--- config.mk ---
export PLATFORM = sky130hd
export DESIGN_NAME = cpu_control_unit_flat
export DESIGN_NICKNAME = d
export VERILOG_FILES = /design/src/rtl/cpu_control_unit_if.sv /design/src/rtl/cpu_control_unit.sv /design/src/flat_wrapper.sv
export SDC_FILE = /design/constraint.sdc
export NUM_CORES = 1
export LEC_CHECK = 0
export CORE_AREA = 2 2 105 132
export CTS_CLUSTER_DIAMETER = 40
export CTS_CLUSTER_SIZE = 24
export DETAILED_ROUTE_END_ITERATION = 12
export DIE_AREA = 0 0 107 134
export GPL_ROUTABILITY_DRIVEN = 0
export PLACE_DENSITY = 0.78
export SYNTH_ARGS = -nofsm -noshare
export SYNTH_HDL_FRONTEND = slang
export SYNTH_SLANG_ARGS = --single-unit
export TNS_END_PERCENT = 30
--- constraint.sdc ---
create_clock -name clk -period 3 [get_ports clk]
set_input_delay 0.6 -clock clk [delete_from_list [all_inputs] [get_ports clk]]
set_output_delay 0.6 -clock clk [all_outputs]
set_load 0.01 [all_outputs]
--- src/rtl/cpu_control_unit_if.sv ---
// Bus bundle between the control unit, the instruction memory and the ALU.
// Handshake: the master raises imem_req while fetching; imem_rdata is
// consumed on the first rising edge where imem_req and imem_valid are both
// high. imem_valid is ignored while imem_req is low. The ALU half is a
// plain combinational loop: alu_a/alu_b/alu_op out, alu_result back.
interface cpu_control_unit_if #(
    parameter int WIDTH    = 16,
    parameter int PC_WIDTH = 8
);
    logic                imem_req;
    logic [PC_WIDTH-1:0] imem_addr;
    logic [15:0]         imem_rdata;
    logic                imem_valid;
    logic [WIDTH-1:0]    alu_a;
    logic [WIDTH-1:0]    alu_b;
    logic [1:0]          alu_op;
    logic [WIDTH-1:0]    alu_result;

    modport master (
        output imem_req, imem_addr, alu_a, alu_b, alu_op,
        input  imem_rdata, imem_valid, alu_result
    );

    modport slave (
        input  imem_req, imem_addr, alu_a, alu_b, alu_op,
        output imem_rdata, imem_valid, alu_result
    );
endinterface

--- src/rtl/cpu_control_unit.sv ---
// Multi-cycle fetch/decode/execute/writeback controller for the 16-bit core.
// Owns the PC and a 4-entry register file, fetches over the bus interface,
// drives the ALU and writes its result back.
// Optional macro CTRL_TRACE_EN adds retire_valid/retire_pc/retire_instr.
// dbg_state exposes the FSM: 0 IDLE, 1 FETCH, 2 DECODE, 3 EXECUTE,
// 4 WRITEBACK, 5 HALT.
module cpu_control_unit #(
    parameter int WIDTH    = 16,
    parameter int PC_WIDTH = 8
) (
    input  logic                 clk,
    input  logic                 rst,
    input  logic                 start,
    cpu_control_unit_if.master   bus,
    output logic                 busy,
    output logic                 halted,
    output logic                 illegal,
    input  logic [1:0]           dbg_sel,
    output logic [WIDTH-1:0]     dbg_data,
    output logic [2:0]           dbg_state
`ifdef CTRL_TRACE_EN
    ,
    output logic                 retire_valid,
    output logic [PC_WIDTH-1:0]  retire_pc,
    output logic [15:0]          retire_instr
`endif
);

    typedef enum logic [2:0] {
        S_IDLE      = 3'd0,
        S_FETCH     = 3'd1,
        S_DECODE    = 3'd2,
        S_EXECUTE   = 3'd3,
        S_WRITEBACK = 3'd4,
        S_HALT      = 3'd5
    } state_t;

    state_t              state;
    logic [PC_WIDTH-1:0] pc;
    logic [15:0]         ir;
    logic [WIDTH-1:0]    result;
    logic                wr_en;
    logic [WIDTH-1:0]    regs [4];

    logic [3:0] op;
    logic [1:0] rd;
    logic [1:0] rs1;
    logic [1:0] rs2;
    logic [7:0] imm8;

    assign op   = ir[15:12];
    assign rd   = ir[11:10];
    assign rs1  = ir[9:8];
    assign rs2  = ir[7:6];
    assign imm8 = ir[7:0];

    assign bus.imem_addr = pc;
    assign dbg_data      = regs[dbg_sel];
    assign dbg_state     = state;

    // Main FSM: sequencing, register file, PC and all registered outputs.
    always_ff @(posedge clk) begin
        if (rst) begin
            state        <= S_IDLE;
            pc           <= '0;
            ir           <= '0;
            result       <= '0;
            wr_en        <= 1'b0;
            for (int i = 0; i < 4; i++) regs[i] <= '0;
            bus.alu_a    <= '0;
            bus.alu_b    <= '0;
            bus.alu_op   <= 2'b00;
            bus.imem_req <= 1'b0;
            busy         <= 1'b0;
            halted       <= 1'b0;
            illegal      <= 1'b0;
        end else begin
            case (state)
                S_IDLE: begin
                    if (start) begin
                        state        <= S_FETCH;
                        bus.imem_req <= 1'b1;
                        busy         <= 1'b1;
                    end
                end
                S_FETCH: begin
                    if (bus.imem_valid) begin
                        ir           <= bus.imem_rdata;
                        state        <= S_DECODE;
                        bus.imem_req <= 1'b0;
                    end
                end
                S_DECODE: begin
                    case (op)
                        4'h0, 4'h1, 4'h2, 4'h3: begin
                            bus.alu_a  <= regs[rs1];
                            bus.alu_b  <= regs[rs2];
                            bus.alu_op <= op[1:0];
                            wr_en      <= 1'b1;
                            state      <= S_EXECUTE;
                        end
                        4'h4: begin
                            bus.alu_a  <= {{(WIDTH-8){1'b0}}, imm8};
                            bus.alu_b  <= '0;
                            bus.alu_op <= 2'b00;
                            wr_en      <= 1'b1;
                            state      <= S_EXECUTE;
                        end
                        4'h5: begin
                            state  <= S_HALT;
                            busy   <= 1'b0;
                            halted <= 1'b1;
                        end
                        4'h6: begin
                            wr_en <= 1'b0;
                            state <= S_WRITEBACK;
                        end
                        default: begin
                            wr_en   <= 1'b0;
                            illegal <= 1'b1;
                            state   <= S_WRITEBACK;
                        end
                    endcase
                end
                S_EXECUTE: begin
                    result <= bus.alu_result;
                    state  <= S_WRITEBACK;
                end
                S_WRITEBACK: begin
                    if (wr_en) regs[rd] <= result;
                    pc           <= pc + PC_WIDTH'(1);
                    state        <= S_FETCH;
                    bus.imem_req <= 1'b1;
                end
                S_HALT: begin
                    state <= S_HALT;
                end
                default: begin
                    state <= S_IDLE;
                end
            endcase
        end
    end

`ifdef CTRL_TRACE_EN
    // Retire trace: pulse during WRITEBACK, or during the DECODE that halts.
    always_ff @(posedge clk) begin
        if (rst) begin
            retire_valid <= 1'b0;
            retire_pc    <= '0;
            retire_instr <= '0;
        end else begin
            retire_valid <= 1'b0;
            if (state == S_FETCH && bus.imem_valid &&
                bus.imem_rdata[15:12] == 4'h5) begin
                retire_valid <= 1'b1;
                retire_pc    <= pc;
                retire_instr <= bus.imem_rdata;
            end else if (state == S_EXECUTE ||
                         (state == S_DECODE && op >= 4'h6)) begin
                retire_valid <= 1'b1;
                retire_pc    <= pc;
                retire_instr <= ir;
            end
        end
    end
`endif

endmodule

--- src/flat_wrapper.sv ---
// flat-port wrapper written by rule: the top's interface ports become plain ports
module cpu_control_unit_flat 
#(
    parameter int WIDTH    = 16,
    parameter int PC_WIDTH = 8
)
  (clk, rst, start, busy, halted, illegal, dbg_sel, dbg_data, dbg_state, bus_imem_req, bus_imem_addr, bus_alu_a, bus_alu_b, bus_alu_op, bus_imem_rdata, bus_imem_valid, bus_alu_result);
  cpu_control_unit_if #(.WIDTH(WIDTH), .PC_WIDTH(PC_WIDTH)) bus_i ();
  input  logic clk;
  input  logic rst;
  input  logic start;
  output logic busy;
  output logic halted;
  output logic illegal;
  input  logic [1:0] dbg_sel;
  output logic [WIDTH-1:0] dbg_data;
  output logic [2:0] dbg_state;
  output wire logic [$bits(bus_i.imem_req)-1:0] bus_imem_req;
  output wire logic [$bits(bus_i.imem_addr)-1:0] bus_imem_addr;
  output wire logic [$bits(bus_i.alu_a)-1:0] bus_alu_a;
  output wire logic [$bits(bus_i.alu_b)-1:0] bus_alu_b;
  output wire logic [$bits(bus_i.alu_op)-1:0] bus_alu_op;
  input wire logic [$bits(bus_i.imem_rdata)-1:0] bus_imem_rdata;
  input wire logic [$bits(bus_i.imem_valid)-1:0] bus_imem_valid;
  input wire logic [$bits(bus_i.alu_result)-1:0] bus_alu_result;
  assign bus_imem_req = bus_i.imem_req;
  assign bus_imem_addr = bus_i.imem_addr;
  assign bus_alu_a = bus_i.alu_a;
  assign bus_alu_b = bus_i.alu_b;
  assign bus_alu_op = bus_i.alu_op;
  assign bus_i.imem_rdata = bus_imem_rdata;
  assign bus_i.imem_valid = bus_imem_valid;
  assign bus_i.alu_result = bus_alu_result;
  cpu_control_unit #(.WIDTH(WIDTH), .PC_WIDTH(PC_WIDTH)) u_core (.clk(clk), .rst(rst), .start(start), .bus(bus_i), .busy(busy), .halted(halted), .illegal(illegal), .dbg_sel(dbg_sel), .dbg_data(dbg_data), .dbg_state(dbg_state));
endmodule
==> metrics.md, run 1 <==
| Metric | Value |
|---|---|
| Outcome | `finished, final reports clean` |
| GR Util All Layers | `0.243` |
| Power per cell area | `570 mW/mm²` |
| Achievable frequency | `0.338 GHz` |
| Die ar. | `0.0143 mm²` |
| Internal | `3840 µW` |
| Final Non-Filler Cells | `832` |
| I/O Buffers | `102` |
| First-pass GRT wire length | `26600 µm` |
| TritonCTS buffer count | `17` |
| Maximum vdd ir drop | `0.337 mV` |
| Period minus WS final | `2960 ps` |
| Core footprint | `0.0131 mm²` |
| Post-CTS setup buffers | `0` |
| Unique masters post-synth | `56` |
| Kind of critical path | `in -> out` |
| Htree depth | `4` |
| Die height | `134 µm` |
| Critical Path AT | `2360 ps` |
| Sequential power share | `0.463` |
| Die width | `107 µm` |
| Worst-Margin Slew | `945 ps` |
| Count of final hold-check violations | `0` |
| Antenna Cells | `0` |
| Highest-delay cell along the critical path | `mux4_2` |
| Most Frequent Cell on Critical Path | `clkdlybuf4s50_1` |
| Ys Warns | `0` |
| DRC viols | `0` |
| Sequential share of the synthesized area | `0.529` |
| Switching power | `1090 µW` |
| DRT antenna net count | `0` |
| Slew headroom | `0.369` |
| Final clock skew | `7.25 ps` |
| Combinational share of power | `0.092` |
| Vias in the first global route | `5134` |
| Mapped Cells | `562` |
| Largest stage delay, worst path | `540 ps` |
| MaxCap Viol Count | `0` |
| RSZ-0062 raised after global routing | `false` |
| Post-synth EDFFs | `64` |
| Post-route setup TNS | `0 ps` |
| Overflow after GRT | `0` |
| Clock Sink Count | `150` |
| Cts hold-fix bufs | `0` |
| Post-DR wirelength/cell | `19.9 µm` |
| Critical-path cell list | `clkdlybuf4s50_1 -> buf_12 -> mux4_2 -> clkdlybuf4s50_1` |
| Clock-pin slew on the worst setup and hold paths | `60 ps` |
| CTS tree | `yes` |
| Clk_lat worst skew | `410 ps` |
| # placed instances | `800` |
| Synthesis-stage register bit count | `150` |
| Clock power frac | `0.445` |
| CP max FO | `16` |
| Largest net degree at the start of global routing | `43` |
| Count of final setup violators | `0` |
| Area delta synth->final | `25.5%` |
| Fin crit share | `0.986` |
| Post-synth top flop | `dfxtp_1` |
| HP Class | `reg -> reg` |
| Avg Inst Size Synth | `12.3 µm²` |
| IO Pins | `103` |
| Final Max Tran Viols | `0` |
| Pre-antenna DRT Iters | `5` |
| Routed via count | `5059` |
| Cell area after synthesis | `0.00689 mm²` |
| Via density | `6.08` |
| Root buf cell | `clkbuf_16` |
| Async SR Flop Fraction | `0` |
| Switch share | `0.221` |
| Worst hold margin | `460 ps` |
| Nature of the critical path startpoint | `input pin` |
| Filler Cells Inserted | `955` |
| Layout cell share with drive strength beyond 1 | `0.162` |
| CP endpoint kind | `primary output` |
| Nets | `687` |
| Detailed Route WL | `16500 µm` |
| CP required | `2400 ps` |
| # rows | `47` |
| Initial core utilization | `0.525` |
| P_leak | `0.00292 µW` |
| Dpl hpwl | `11500 µm` |
| Post-Syn Nets | `601` |
| Initial antenna violation count | `0` |
| Clock buffer depth | `2` |
| Cts repair resizes | `0` |
| Starting DRT DRC Count | `384` |
==> registers in the layout, summed over array words and instances, names as in the netlist, named ones only <==
| register | count |
|---|---|
| u_core.bus.alu_a | 16 |
| u_core.bus.alu_b | 16 |
| u_core.bus.alu_op | 2 |
| u_core.bus.imem_addr | 8 |
| u_core.bus.imem_req | 1 |
| u_core.busy | 1 |
| u_core.dbg_state | 3 |
| u_core.halted | 1 |
| u_core.illegal | 1 |
| u_core.ir | 16 |
| u_core.regs | 64 |
| u_core.result | 16 |
| u_core.wr_en | 1 |
==> area by class of cell <==
type                       instances  area [µm²]  share of cell area
sequential                       150        3640               0.421
multi-input combinational        356        3010               0.348
inverter                           6        22.5             0.00261
clock inverter                    13         180              0.0208
clock buffer                      19         433              0.0501
tap                              171         214              0.0248
timing repair buffer             117        1150               0.133
==> stage by stage <==
step	worst slack, ps	utilization	instance area [µm²]	total power (µW)
floorplan	347	-	6890	2560
global placement	48.2	0.612	8030	2750
detailed placement	38.0	0.612	8030	2770
CTS	27.4	0.659	8640	4950
global route	0.266	0.659	8640	5080
finish	42.7	0.659	8640	4930
==> path summary, 6_finish.rpt <==
kind / startpoint / to / slack (ps) / depth (start not counted)
worst max register to register: u_core.dbg_state[1] / u_core.bus.alu_a[15] / 580 / 4
worst min-delay path: u_core.ir[0] / u_core.ir[0] / 460 / 2
worst max-delay path: dbg_sel[0] / dbg_data[1] / 40 / 4
worst min register to register: u_core.ir[0] / u_core.ir[0] / 460 / 2
==> cell families (layout without fill, tap and decap cells) <==
kind of cell               after synthesis  count (layout)  share of synthesized area
and+or+nand+nor                        201             201                      0.170
DFF                                    150             150                      0.529
AOI/OAI and AO/OA                      102             102                      0.102
buffers and inverters                   56             155                     0.0350
muxes                                   50              50                      0.160
xor gates and xnor gates                 2               2                    0.00254
adders and majority gates                1               1                    0.00182
==> power groups by stage <==
stage / Sequential, µW / Clock (µW) / Combinational, µW
2_1_floorplan: 2290 / 0 / 268
3_3_place_gp: 2310 / 0 / 439
3_5_place_dp: 2320 / 0 / 450
4_1_cts: 2280 / 2210 / 454
5_1_grt: 2290 / 2310 / 483
6_report: 2280 / 2190 / 452
==> worst max-delay path: cells and delay by family <==
family | cells | cell delay, ps
buffers and inverters | 3 | 1210
multiplexers | 1 | 540
==> synthesized netlist by cell type (all sizes together) (2+ instances only) <==
library cell | count | area share
o21ai | 5 | 0.0036
a32o | 24 | 0.035
nor2b | 3 | 0.0027
nand2b | 3 | 0.0027
edfxtp | 64 | 0.28
nor4b | 2 | 0.0056
nand2 | 69 | 0.038
and2 | 64 | 0.058
nor4bb | 2 | 0.0029
inv | 5 | 0.0027
and3b | 2 | 0.0025
a22oi | 8 | 0.0087
nor3 | 3 | 0.0038
clkbuf | 36 | 0.020
o21a | 2 | 0.0022
a31oi | 9 | 0.0082
buf | 14 | 0.012
nand4 | 2 | 0.0018
o31ai | 3 | 0.0033
nand3 | 13 | 0.0094
or3b | 3 | 0.0038
or4 | 3 | 0.0033
dfxtp | 86 | 0.25
mux4 | 48 | 0.16
nor4 | 2 | 0.0062
or2 | 3 | 0.0027
nand4b | 8 | 0.010
or4b | 2 | 0.0034
a21oi | 44 | 0.032
nor2 | 12 | 0.0065
==> cell usage in the layout (no fill, tap or decap), types with 8 or more instances in the layout <==
master,netlist,final
a22oi_1,8,8
a31oi_1,9,9
a21oi_1,44,44
clkdlybuf4s50_1,0,99
a32o_1,24,24
nand2_1,69,69
nor2_1,12,12
edfxtp_1,64,64
nand4b_1,8,8
dfxtp_1,86,86
and2_1,64,64
buf_4,1,14
nand3_1,13,13
clkbuf_16,0,17
mux4_2,48,48
==> metal layers <==
| metal | global-route usage | wire [µm] | vias to the layer above |
|---|---|---|---|
| met5 | 0 | 0 | - |
| met4 | 0.0996 | 405 | 0 |
| met3 | 0.0559 | 989 | 39 |
| met2 | 0.409 | 8530 | 220 |
| met1 | 0.301 | 6600 | 2513 |
| li1 | - | - | 2287 |
Note: power is estimated with default switching activity, not from simulation.
==> run 2, diff against run 1 <==
Settings changed: ABC_AREA set to 1, CORE_AREA 2 2 105 132 to 2 2 105 133, DIE_AREA 0 0 107 134 to 0 0 107 135, PLACE_DENSITY 0.78 to 0.79.
==> metrics.md, run 2 <==
| Metric | Value |
|---|---|
| Pre-antenna DRT Iters | `6 (was 5)` |
| Async SR Flop Fraction | `0 (unchanged)` |
| Worst hold margin | `444 ps (was 460 ps)` |
| Post-CTS setup buffers | `0 (unchanged)` |
| RR Endpoint | `u_core.bus.alu_a[4] (was u_core.bus.alu_a[15])` |
| Root buf cell | `clkbuf_16 (unchanged)` |
| Avg Inst Size Synth | `7.73 µm² (was 12.3 µm²)` |
| Count of final hold-check violations | `0 (unchanged)` |
| Synthesis-stage register bit count | `150 (unchanged)` |
| Largest area contributor in the netlist | `edfxtp_1 (unchanged)` |
| IO Pins | `103 (unchanged)` |
| Clock-pin slew on the worst setup and hold paths | `70 ps (was 60 ps)` |
| CP required | `2400 ps (about the same)` |
| Unique masters post-synth | `29 (was 56)` |
| Maximum vdd ir drop | `0.388 mV (was 0.337 mV)` |
| Kind of critical path | `in -> out (unchanged)` |
| Largest net degree at the start of global routing | `50 (was 43)` |
| Clock power frac | `0.377 (was 0.445)` |
| Final clock skew | `10.1 ps (was 7.25 ps)` |
| R2r setup slk | `980 ps (was 580 ps)` |
| Mapped Cells | `923 (was 562)` |
| # rows | `47 (unchanged)` |
| Synth top area share | `0.269 (was 0.279)` |
| Cts repair resizes | `0 (unchanged)` |
| Cts hold-fix bufs | `0 (unchanged)` |
| Fin crit share | `0.978 (was 0.986)` |
| Clock Sink Count | `150 (unchanged)` |
| Post-DR wirelength/cell | `14.0 µm (was 19.9 µm)` |
| CP max FO | `17 (was 16)` |
| RSZ-0062 raised after global routing | `true (was false)` |
| MaxCap Viol Count | `0 (unchanged)` |
| Antenna Cells | `0 (unchanged)` |
| Dpl hpwl | `12000 µm (was 11500 µm)` |
| Routed via count | `6227 (was 5059)` |
| Layout cell share with drive strength beyond 1 | `0.0723 (was 0.162)` |
| Synth area leaders | `edfxtp_1 27%, dfxtp_1 24%, nand2_1 13% (was edfxtp_1 28%, dfxtp_1 25%, mux4_2 16%)` |
| Die ar. | `0.0144 mm² (was 0.0143 mm²)` |
| Switch share | `0.301 (was 0.221)` |
| Overflow after GRT | `0 (unchanged)` |
| Area delta synth->final | `23.9% (was 25.5%)` |
| Ys Warns | `0 (unchanged)` |
| Max reg flops | `64 (unchanged)` |
| Final Max Tran Viols | `0 (unchanged)` |
| Die width | `107 µm (unchanged)` |
| Die height | `135 µm (was 134 µm)` |
| Highest-delay cell along the critical path | `clkdlybuf4s50_1 (was mux4_2)` |
| Slew headroom | `0.357 (was 0.369)` |
| Nature of the critical path startpoint | `input pin (unchanged)` |
| Initial core utilization | `0.544 (was 0.525)` |
| Internal | `3740 µW (was 3840 µW)` |
| P_leak | `0.00339 µW (was 0.00292 µW)` |
| Htree depth | `4 (unchanged)` |
| R2r startpoint | `u_core.ir[14] (was u_core.dbg_state[1])` |
| Critical-path cell list | `clkdlybuf4s50_1 -> buf_4 -> o21ai_0 -> o22ai_1 -> clkdlybuf4s50_1 (was clkdlybuf4s50_1 -> buf_12 -> mux4_2 -> clkdlybuf4s50_1)` |
| Combinational share of power | `0.181 (was 0.092)` |
| Switching power | `1610 µW (was 1090 µW)` |
| Top-count cell post-synth | `nand2_1 (was dfxtp_1)` |
| First-pass GRT wire length | `26800 µm (was 26600 µm)` |
| Largest stage delay, worst path | `590 ps (was 540 ps)` |
| Clk_lat worst skew | `430 ps (was 410 ps)` |
| TritonCTS buffer count | `17 (unchanged)` |
| Critical Path AT | `2340 ps (was 2360 ps)` |
| Power per cell area | `606 mW/mm² (was 570 mW/mm²)` |
| Outcome | `finished, final reports clean (unchanged)` |
| Post-Syn Nets | `962 (was 601)` |
| GR Util All Layers | `0.236 (was 0.243)` |
| Core footprint | `0.0131 mm² (unchanged)` |
| Achievable frequency | `0.341 GHz (was 0.338 GHz)` |
| Via density | `5.22 (was 6.08)` |
| Cell area after synthesis | `0.00713 mm² (was 0.00689 mm²)` |
| Starting DRT DRC Count | `573 (was 384)` |
| DRT antenna net count | `0 (unchanged)` |
| Most Frequent Cell on Critical Path | `clkdlybuf4s50_1 (unchanged)` |
| Stages on the worst setup path | `5 (was 4)` |
| HP Class | `reg -> reg (unchanged)` |
| Tot Pwr | `5350 µW (was 4930 µW)` |
| Critical Path Sink | `dbg_data[6] (was dbg_data[1])` |
| Count of final setup violators | `0 (unchanged)` |
| Vias in the first global route | `5466 (was 5134)` |
| Period minus WS final | `2940 ps (was 2960 ps)` |
| Commonest cells in the netlist | `241 x nand2_1, 148 x nor2_1, 89 x a21oi_1 (was 86 x dfxtp_1, 69 x nand2_1, 64 x and2_1, 64 x edfxtp_1, 48 x mux4_2)` |
| CP endpoint kind | `primary output (unchanged)` |
| Sequential share of the synthesized area | `0.511 (was 0.529)` |
| I/O Buffers | `102 (unchanged)` |
| Top delay family on crit path | `buffers and inverters (unchanged)` |
| Most frequent cells in the layout | `241 x nand2_1, 148 x nor2_1, 96 x clkdlybuf4s50_1 (was 99 x clkdlybuf4s50_1, 86 x dfxtp_1, 69 x nand2_1)` |
| Post-synth top flop | `dfxtp_1 (unchanged)` |
| Worst path bufs/invs | `3 (unchanged)` |
| Nets | `1049 (was 687)` |
| Worst-Margin Slew | `962 ps (was 945 ps)` |
| Post-synth EDFFs | `64 (unchanged)` |
| Clock buffer depth | `2 (unchanged)` |
| Setup crit start | `dbg_sel[0] (unchanged)` |
| CTS tree | `yes (unchanged)` |
| Detailed Route WL | `16800 µm (was 16500 µm)` |
| Biggest register | `u_core.regs (unchanged)` |
| Sequential power share | `0.442 (was 0.463)` |
| DRC viols | `0 (unchanged)` |
| Initial antenna violation count | `0 (unchanged)` |
| Worst R2R Path Depth | `8 (was 4)` |
| Leading cell type in the layout, fill and taps excluded | `nand2_1 (was clkdlybuf4s50_1)` |
## run 2: changes by cell type after synthesis, sizes merged, moves of 9 or more
cell,before,now
a21oi,44,89
a31oi,9,0
a32o,24,0
and2,64,1
buf,14,27
clkbuf,36,25
inv,5,68
mux4,48,0
nand2,69,246
nand3,13,29
nor2,12,161
o211ai,0,32
o21ai,5,80
## run 2: worst min-delay path, delay by kind of cell (launching register included)
family,cells,cell delay (ps)
flip-flops,1,310
AO/OA/AOI/OAI,1,50
buffers and inverters,1,40
## run 2: worst min-delay path by stage
stage	startpoint	end	slack, ps	depth (start not counted)
after global placement	u_core.bus.imem_req	u_core.bus.imem_req	430	2
final	u_core.bus.imem_req	u_core.bus.imem_req	440	2
after CTS	u_core.bus.imem_req	u_core.bus.imem_req	450	2
after floorplan	u_core.ir[0]	u_core.ir[0]	460	2
after global routing	u_core.bus.imem_req	u_core.bus.imem_req	480	2
after detailed placement	u_core.bus.imem_req	u_core.bus.imem_req	440	2
## run 2: routing by layer
layer  global-route usage  part of all wire  wire (µm)  vias up
met4               0.0851             0.017        284        0
met2                0.373              0.48       7990      221
li1                     -                 -          -     3212
met1                0.319              0.45       7500     2769
met3               0.0545             0.059        987       25
met5                    0                 0          0        -
## run 2: cell families after synthesis
kind of cell | share of synthesized area
flops | 0.511
buf+inv | 0.0746
compound gates | 0.159
simple gates | 0.254
fa+ha+maj | 0.00175
## run 2: area by class of cell
class	instances	area (µm²)
clock buffers	17	425
repair buffers	120	1200
fillers	1089	4270
multi-input cells	650	2960
flip-flops and latches	150	3640
well taps	171	214
clock inverters	15	131
inverters	71	273
## run 2: stage by stage
step | worst slack (ps) | utilization | instance area [µm²] | cells | setup TNS [ps]
after CTS | 5.70 | 0.673 | 8820 | 1194 | 0
after global routing | -21.0 | 0.674 | 8840 | 1194 | -30.8
final | 65.0 | 0.674 | 8840 | 1194 | 0
after detailed placement | 13.6 | 0.630 | 8270 | 1162 | 0
after floorplan | 874 | - | 7130 | 923 | 0
after global placement | 6.68 | 0.630 | 8270 | 1162 | 0
## run 2: power groups by stage
| stage | Sequential [µW] | Combinational [µW] | Clock, µW |
|---|---|---|---|
| 2_1_floorplan | 2400 | 634 | 0 |
| 3_5_place_dp | 2410 | 964 | 0 |
| 6_report | 2370 | 969 | 2020 |
| 5_1_grt | 2380 | 1090 | 2140 |
| 3_3_place_gp | 2400 | 954 | 0 |
| 4_1_cts | 2360 | 972 | 2030 |
